**src/rtl/sdes_key_sched_if.sv**
```systemverilog
// Key-load request and subkey result bundle between the S-DES key schedule and its consumer.
// The zeroize wire exists only when SDES_KEY_ZEROIZE_EN is defined.
interface sdes_key_sched_if #(
    parameter int CNT_W = 8
);
    logic             key_load;
    logic [9:0]       key_in;
    logic             busy;
    logic             keys_valid;
    logic [7:0]       k1;
    logic [7:0]       k2;
    logic             load_err;
    logic [CNT_W-1:0] sched_cnt;
`ifdef SDES_KEY_ZEROIZE_EN
    logic             zeroize;

    modport master (
        output key_load, key_in, zeroize,
        input  busy, keys_valid, k1, k2, load_err, sched_cnt
    );
    modport slave (
        input  key_load, key_in, zeroize,
        output busy, keys_valid, k1, k2, load_err, sched_cnt
    );
`else
    modport master (
        output key_load, key_in,
        input  busy, keys_valid, k1, k2, load_err, sched_cnt
    );
    modport slave (
        input  key_load, key_in,
        output busy, keys_valid, k1, k2, load_err, sched_cnt
    );
`endif
endinterface

```
**src/rtl/sdes_key_sched.sv**
```systemverilog
// S-DES key schedule: P10, LS-1+P8 -> k1, LS-2+P8 -> k2; keys_valid three edges after the sampling edge.
// Loads while busy are dropped and flagged on load_err; SDES_KEY_ZEROIZE_EN adds a synchronous zeroize.
module sdes_key_sched #(
    parameter logic [7:0] RST_K1 = 8'h00,
    parameter logic [7:0] RST_K2 = 8'h00,
    parameter int         CNT_W  = 8
) (
    input  logic              clk,
    input  logic              rstn,
    sdes_key_sched_if.slave   bus
);
    typedef enum logic [1:0] {S_IDLE, S_P10, S_GEN1, S_GEN2} state_t;

    state_t           state_q, state_d;
    logic [9:0]       kreg_q, kreg_d;
    logic [7:0]       k1_q, k1_d;
    logic [7:0]       k2_q, k2_d;
    logic             valid_q, valid_d;
    logic             err_q, err_d;
    logic [CNT_W-1:0] cnt_q, cnt_d;
    logic             busy;

    // Vector bit (10-n) holds S-DES bit n, so bit 1 is the MSB.
    function automatic logic [9:0] p10(input logic [9:0] k);
        return {k[7], k[5], k[8], k[3], k[6], k[0], k[9], k[1], k[2], k[4]};
    endfunction

    function automatic logic [7:0] p8(input logic [9:0] k);
        return {k[4], k[7], k[3], k[6], k[2], k[5], k[0], k[1]};
    endfunction

    function automatic logic [9:0] ls1(input logic [9:0] k);
        return {k[8:5], k[9], k[3:0], k[4]};
    endfunction

    function automatic logic [9:0] ls2(input logic [9:0] k);
        return {k[7:5], k[9:8], k[2:0], k[4:3]};
    endfunction

    assign busy = (state_q != S_IDLE);

    always_comb begin
        state_d = state_q;
        kreg_d  = kreg_q;
        k1_d    = k1_q;
        k2_d    = k2_q;
        valid_d = valid_q;
        err_d   = 1'b0;
        cnt_d   = cnt_q;

        if (busy) begin
            err_d = bus.key_load;
        end

        case (state_q)
            S_IDLE: begin
                if (bus.key_load) begin
                    kreg_d  = p10(bus.key_in);
                    valid_d = 1'b0;
                    state_d = S_P10;
                end
            end
            S_P10: begin
                kreg_d  = ls1(kreg_q);
                state_d = S_GEN1;
            end
            S_GEN1: begin
                k1_d    = p8(kreg_q);
                kreg_d  = ls2(kreg_q);
                state_d = S_GEN2;
            end
            S_GEN2: begin
                k2_d    = p8(kreg_q);
                valid_d = 1'b1;
                cnt_d   = (&cnt_q) ? cnt_q : cnt_q + 1'b1;
                state_d = S_IDLE;
            end
            default: state_d = S_IDLE;
        endcase

`ifdef SDES_KEY_ZEROIZE_EN
        // Zeroize overrides everything, including a load in the same cycle.
        if (bus.zeroize) begin
            state_d = S_IDLE;
            kreg_d  = '0;
            k1_d    = RST_K1;
            k2_d    = RST_K2;
            valid_d = 1'b0;
            err_d   = 1'b0;
            cnt_d   = '0;
        end
`endif
    end

    always_ff @(posedge clk or negedge rstn) begin
        if (!rstn) begin
            state_q <= S_IDLE;
            kreg_q  <= '0;
            k1_q    <= RST_K1;
            k2_q    <= RST_K2;
            valid_q <= 1'b0;
            err_q   <= 1'b0;
            cnt_q   <= '0;
        end else begin
            state_q <= state_d;
            kreg_q  <= kreg_d;
            k1_q    <= k1_d;
            k2_q    <= k2_d;
            valid_q <= valid_d;
            err_q   <= err_d;
            cnt_q   <= cnt_d;
        end
    end

    assign bus.busy       = busy;
    assign bus.keys_valid = valid_q;
    assign bus.k1         = k1_q;
    assign bus.k2         = k2_q;
    assign bus.load_err   = err_q;
    assign bus.sched_cnt  = cnt_q;
endmodule

```
**src/flat_wrapper.sv**
```systemverilog
// flat-port wrapper written by rule: the top's interface ports become plain ports
module sdes_key_sched_flat 
#(
    parameter logic [7:0] RST_K1 = 8'h00,
    parameter logic [7:0] RST_K2 = 8'h00,
    parameter int         CNT_W  = 8
)
  (clk, rstn, bus_key_load, bus_key_in, bus_busy, bus_keys_valid, bus_k1, bus_k2, bus_load_err, bus_sched_cnt);
  sdes_key_sched_if #(.CNT_W(CNT_W)) bus_i ();
  input  logic clk;
  input  logic rstn;
  input wire logic [$bits(bus_i.key_load)-1:0] bus_key_load;
  input wire logic [$bits(bus_i.key_in)-1:0] bus_key_in;
  output wire logic [$bits(bus_i.busy)-1:0] bus_busy;
  output wire logic [$bits(bus_i.keys_valid)-1:0] bus_keys_valid;
  output wire logic [$bits(bus_i.k1)-1:0] bus_k1;
  output wire logic [$bits(bus_i.k2)-1:0] bus_k2;
  output wire logic [$bits(bus_i.load_err)-1:0] bus_load_err;
  output wire logic [$bits(bus_i.sched_cnt)-1:0] bus_sched_cnt;
  assign bus_i.key_load = bus_key_load;
  assign bus_i.key_in = bus_key_in;
  assign bus_busy = bus_i.busy;
  assign bus_keys_valid = bus_i.keys_valid;
  assign bus_k1 = bus_i.k1;
  assign bus_k2 = bus_i.k2;
  assign bus_load_err = bus_i.load_err;
  assign bus_sched_cnt = bus_i.sched_cnt;
  sdes_key_sched #(.RST_K1(RST_K1), .RST_K2(RST_K2), .CNT_W(CNT_W)) u_core (.clk(clk), .rstn(rstn), .bus(bus_i));
endmodule
```
**config.mk**
```make
export PLATFORM = sky130hd
export DESIGN_NAME = sdes_key_sched_flat
export DESIGN_NICKNAME = d
export VERILOG_FILES = /design/src/rtl/sdes_key_sched_if.sv /design/src/rtl/sdes_key_sched.sv /design/src/flat_wrapper.sv
export SDC_FILE = /design/constraint.sdc
export NUM_CORES = 1
export LEC_CHECK = 0
export ABC_AREA = 1
export CAP_MARGIN = 20
export CORE_ASPECT_RATIO = 2
export CORE_UTILIZATION = 30
export CTS_BUF_LIST = sky130_fd_sc_hd__clkbuf_16
export DETAILED_ROUTE_END_ITERATION = 12
export SYNTH_ARGS = -nofsm -noshare
export SYNTH_HDL_FRONTEND = slang
export SYNTH_SLANG_ARGS = --single-unit
```
**constraint.sdc**
```tcl
create_clock -name clk -period 1.73 [get_ports clk]
set_input_delay 0.2595 -clock clk [delete_from_list [all_inputs] [get_ports clk]]
set_output_delay 0.2595 -clock clk [all_outputs]
set_load 0.05 [all_outputs]
```
# Word-level counts from Yosys, hierarchy flattened

Cells that the tools add are included.

Bits in registers: 38
Input bits: 13
Output and inout port bits: 27
Logic and storage cells: 28

Bitwise operators: 1
Mux-type cells: 7
Add/sub/neg operators: 1
Reductions and logical operators: 8
Eq/ne operators: 4

Operators by type and width:

| cell                                           | number |
|---|---|
| one-hot mux 10 bit (3 select lines)            | 1 |
| two-way mux 10 bit                             | 1 |
| adder 8 x 1 -> 8 bit (second input constant)   | 1 |
| one-hot mux 2 bit (4 select lines)             | 1 |
| AND reduction 8 bit                            | 1 |
| AND reduction 2 bit                            | 3 |
| == test 2 bit (second input constant)          | 2 |
| nonzero test 2 bit                             | 2 |
| nonzero test 3 bit                             | 1 |
| == test 2 x 1 -> 1 bit (second input constant) | 1 |
| logical NOT 2 bit                              | 1 |
| two-way mux 1 bit                              | 2 |
| two-way mux 2 bit                              | 1 |
| inequality test 2 bit (second input constant)  | 1 |
| one-hot mux 1 bit (2 select lines)             | 1 |
| NOT 1 bit                                      | 1 |

# Logic depth before layout (Yosys ltp)

Depth after elaboration: 3
Gate-level depth with buffers: 8
Gate-level depth less buffers: 8

# Worst setup path before layout

OpenSTA, ideal clock, no wires.

Path type: reg2reg
Start point: reg u_core.cnt_q[0] (netlist: u_core.bus.sched_cnt[0])
End point: reg u_core.cnt_q[5] (netlist: u_core.bus.sched_cnt[5])
Clock period less this slack: 1645 ps
Required time: 1612 ps
Data arrival time: 1527 ps
Path buffers: 0
Stages on the path, launching flop included: 9
Setup slack: 85 ps
Library setup time: 118 ps
Cells stage by stage: dfrtp_1 -> ha_1 -> nand2_1 -> nor2_1 -> nand2_2 -> nand2_2 -> inv_2 -> nand2_1 -> nand2_1

Longest elaborated chain between the ends: 3
Elaborated cells on any way between the ends: 4
Classes of those cells: add/sub: 1; bitwise: 1; reduce/logical: 2

Ends and longest elaborated chain:

| item                                                                         | RTL line              | RTL |
|---|---|---|
| start: declaration                                                           | sdes_key_sched.sv:20  | `logic [CNT_W-1:0] cnt_q, cnt_d;` |
| start signal: assignment                                                     | sdes_key_sched.sv:111 | `cnt_q <= cnt_d;` |
| parallel branches: the longest is 3 deep, another holds adder 8 x 1 -> 8 bit | n/a                   |  |

Parallel ways; which one is timed is not known.
A chain may end at the register's enable or synchronous reset.

# Worst setup path after layout

Start point: reg u_core.err_q (netlist: u_core.bus.load_err)
End point: out bus_load_err

RTL lines:

| item                     | RTL line              | RTL |
|---|---|---|
| start: declaration       | sdes_key_sched.sv:19  | `logic err_q, err_d;` |
| start signal: assignment | sdes_key_sched.sv:110 | `err_q <= err_d;` |
| end: declaration         | flat_wrapper.sv:18    | `output wire logic [$bits(bus_i.load_err)-1:0] bus_load_err;` |

No word-level cell between the ends.

==> impl_metrics.ini <==
[synthesis]
synth_top_family_by_area = simple AND/OR/NAND/NOR gates
synthCells = 214
yosysWarningCount = 0
synth-xor-area-share = 0.009880
synth_fa_ha_area_frac = 0.03529
synth_nets = 232
ys_ff_latch = 38
synth-compound-area-share = 0.1214
ys.flop_type = dfrtp_1
postSynth.asyncResetShare = 1.000
ys_seq_area_frac = 0.5363
syn_area_um2 = 1773
synthMuxAreaShare = 0
synth-edff-count = 0
synthSimpleGateAreaFrac = 0.2287
synth_cell_types = 17
synth_area_per_cell_um2 = 8.285

[finish]
nets = 275
final_area_um2 = 2352
stdcell_count = 318
areaGrowthSynthToFinish_pct = 32.67
drive_above_1_share = 0.1868
diodes = 0

[detailed_routing]
drt_iter0_drc = 33
drc = 0
routed_wl_mm = 4.382
wl_per_cell_um = 13.78
first_pass_iters = 4
via_per_inst = 4.852
ant_nets = 0
vias = 1543

[placement]
dpl_cell_area_um2 = 2188
hpwl_mm = 3.198
dpl_worst_slack_ps = 87.74
io_buffers = 39
dp.cells = 311
place_congestion = 0.8280

[worst_setup_path]
cp.arrival_ps = 1380
crit_slowest_cell = clkdlybuf4s50_1
crit_family = buffers and inverters
path_max_fanout = 1
slowest_delay_ps = 790
cp.required_ps = 1470
cp_num_buf_inv = 1
path_cells = clkdlybuf4s50_1
worstSetupPathType = flip-flop to output pin
crit_path_start_kind = flip-flop
end_kind = output pin

[cts]
cts_tree = built
cts-buffers-inserted = 5
htreeDepth = 2
clockBufferDepth = 2
cts_root_buffer = clkbuf_16
cts_sinks = 38
path_clk_slew_ps = 50
worstSkewPairLatency_ps = 280

[timing]
period_share = 0.9466
setup_viol = 0
rsz0062_at_grt = no
min_period_ps = 1638
max_slew_margin = 0.6712
finalSetupTns_ps = 0
whs_ps = 25.01
worst_slack_ps = 92.44
clock_skew_ps = 5.225
worstMarginPinSlew_ps = 493.2
max_freq_ghz = 0.6107
hold_violations = 0
slew_violations = 0

[global_routing]
grtUsageMet2 = 0.2635
grt_pass1_vias = 1491
grt_use_met1 = 0.1654
antenna_found_initial = 0
met3_usage = 0.02800
grt.overflow.total = 0
busiest_layer = met2
grt_first_pass_wirelength_mm = 7.169
grt_max_degree = 39
grt.total_usage = 0.1516

[floorplanning]
ios = 40
fp-row-count = 39
core_area_um2 = 5709
dieWidth_um = 56.36
die_area_um2 = 6240
initial_utilization = 0.3105
fp.dieH_um = 110.7

[pwr]
ir_drop_uv = 1282
p_per_area_nw_per_um2 = 2372
p_leak_nw = 1.149

[run_status]
status = completed

[job]
cap_violations = 0

[worst_hold_path]
hold_path_class = input port to asynchronous set/reset pin
-- metal layers --
metal | vias to the layer above | part of all wire
met5 | - | 0
met4 | 0 | 0.039
met3 | 11 | 0.038
met2 | 39 | 0.55
met1 | 726 | 0.37
li1 | 767 | -
-- placed cells by master (no fill, tap or decap) --
| cell type | instances |
|---|---|
| inv_2 | 3 |
| buf_12 | 1 |
| buf_2 | 1 |
| inv_1 | 19 |
| dfrtp_1 | 38 |
| buf_4 | 31 |
| ha_2 | 2 |
| a21oi_1 | 3 |
| xnor2_1 | 2 |
| ha_1 | 3 |
| clkbuf_16 | 5 |
| or2_0 | 1 |
| nand2_1 | 70 |
| nor2_2 | 2 |
| o21ai_1 | 9 |
| clkdlybuf4s50_1 | 12 |
| nand2_2 | 2 |
| o211ai_1 | 10 |
| bufinv_16 | 1 |
| clkinv_1 | 1 |
| nand3_1 | 14 |
| o21ai_0 | 16 |
| nor2_1 | 11 |
-- kinds of logic after synthesis --
kind of cell / Yosys count
AND/OR/NAND/NOR: 100
buffers and inverters: 31
XOR/XNOR: 2
adder cells (fa/ha/maj): 5
flip-flops: 38
AO/OA/AOI/OAI: 38
-- worst paths after layout --
check                      slack (ps)                          start  cells after the start                      endpoint
min in group clk                  480   u_core.bus.k2[6]$_DFFE_PN0P_                      2  u_core.bus.k2[6]$_DFFE_PN0P_
min reg2reg                       480   u_core.bus.k2[6]$_DFFE_PN0P_                      2  u_core.bus.k2[6]$_DFFE_PN0P_
max reg2reg                       230  u_core.state_q[0]$_DFFE_PN0P_                      8  u_core.kreg_q[5]$_DFFE_PN0P_
max in group asynchronous        1360                           rstn                      2  u_core.bus.k2[2]$_DFFE_PN0P_
min                                30                           rstn                      2  u_core.bus.k1[6]$_DFFE_PN0N_
max                                90  u_core.bus.load_err$_DFF_PN0_                      1                  bus_load_err
-- synth_stat cells (3+ instances only) --
cell | number | share of area
clkbuf_1 | 5 | 0.011
nand2_1 | 70 | 0.15
o21ai_0 | 16 | 0.045
o211ai_1 | 10 | 0.042
buf_2 | 4 | 0.011
o21ai_1 | 9 | 0.025
dfrtp_1 | 38 | 0.54
inv_1 | 19 | 0.040
a21oi_1 | 3 | 0.0085
nand3_1 | 14 | 0.040
inv_2 | 3 | 0.0064
ha_1 | 5 | 0.035
nor2_1 | 11 | 0.023
-- power by group --
| group | switching [W] | internal (W) | total (W) |
|---|---|---|---|
| clock | 0.000335 | 0.000666 | 0.00100 |
| sequential | 0.000298 | 0.00129 | 0.00159 |
| combinational | 0.00199 | 0.00100 | 0.00299 |
| total | 0.00262 | 0.00296 | 0.00558 |
-- what timing repair did --
action                                  in CTS  in global routing
endpoints found under the setup margin       0                  8
setup buffers                                0                  0
resized for setup                            0                  2
endpoints found under the hold margin        0                  0
hold buffers                                 0                  0
-- through the flow --
step / total power (W) / util
5_1_grt: 0.005979 / 0.4120
3_3_place_gp: 0.004564 / 0.3833
2_1_floorplan: 0.003664 / -
4_1_cts: 0.005633 / 0.4111
3_5_place_dp: 0.004599 / 0.3833
6_report: 0.005580 / 0.4120
-- worst register-to-register path: cells and delay by family (launching register included) --
kind	cells	cell delay [ps]
DFF	1	410
buffers and inverters	3	360
adders and majority gates	1	220
and+or+nand+nor	2	190
AOI/OAI and AO/OA	2	190
-- final cells by class --
| cell class | count | area [um^2] |
|---|---|---|
| clock buffer | 5 | 125.1 |
| clock inverter | 2 | 33.78 |
| multi-input combinational | 145 | 705.7 |
| sequential | 38 | 950.9 |
| fill | 567 | 3357 |
| inverter | 22 | 82.58 |
| tap | 61 | 76.32 |
| timing repair buffer | 45 | 377.9 |
-- registers in the layout, indices dropped and copies added (netlist names) --
name	count
u_core.kreg_q	10
u_core.bus.sched_cnt	8
u_core.bus.keys_valid	1
u_core.bus.k2	8
u_core.bus.load_err	1
u_core.state_q	2
u_core.bus.k1	8
Note: power is estimated with default switching activity, not from simulation.
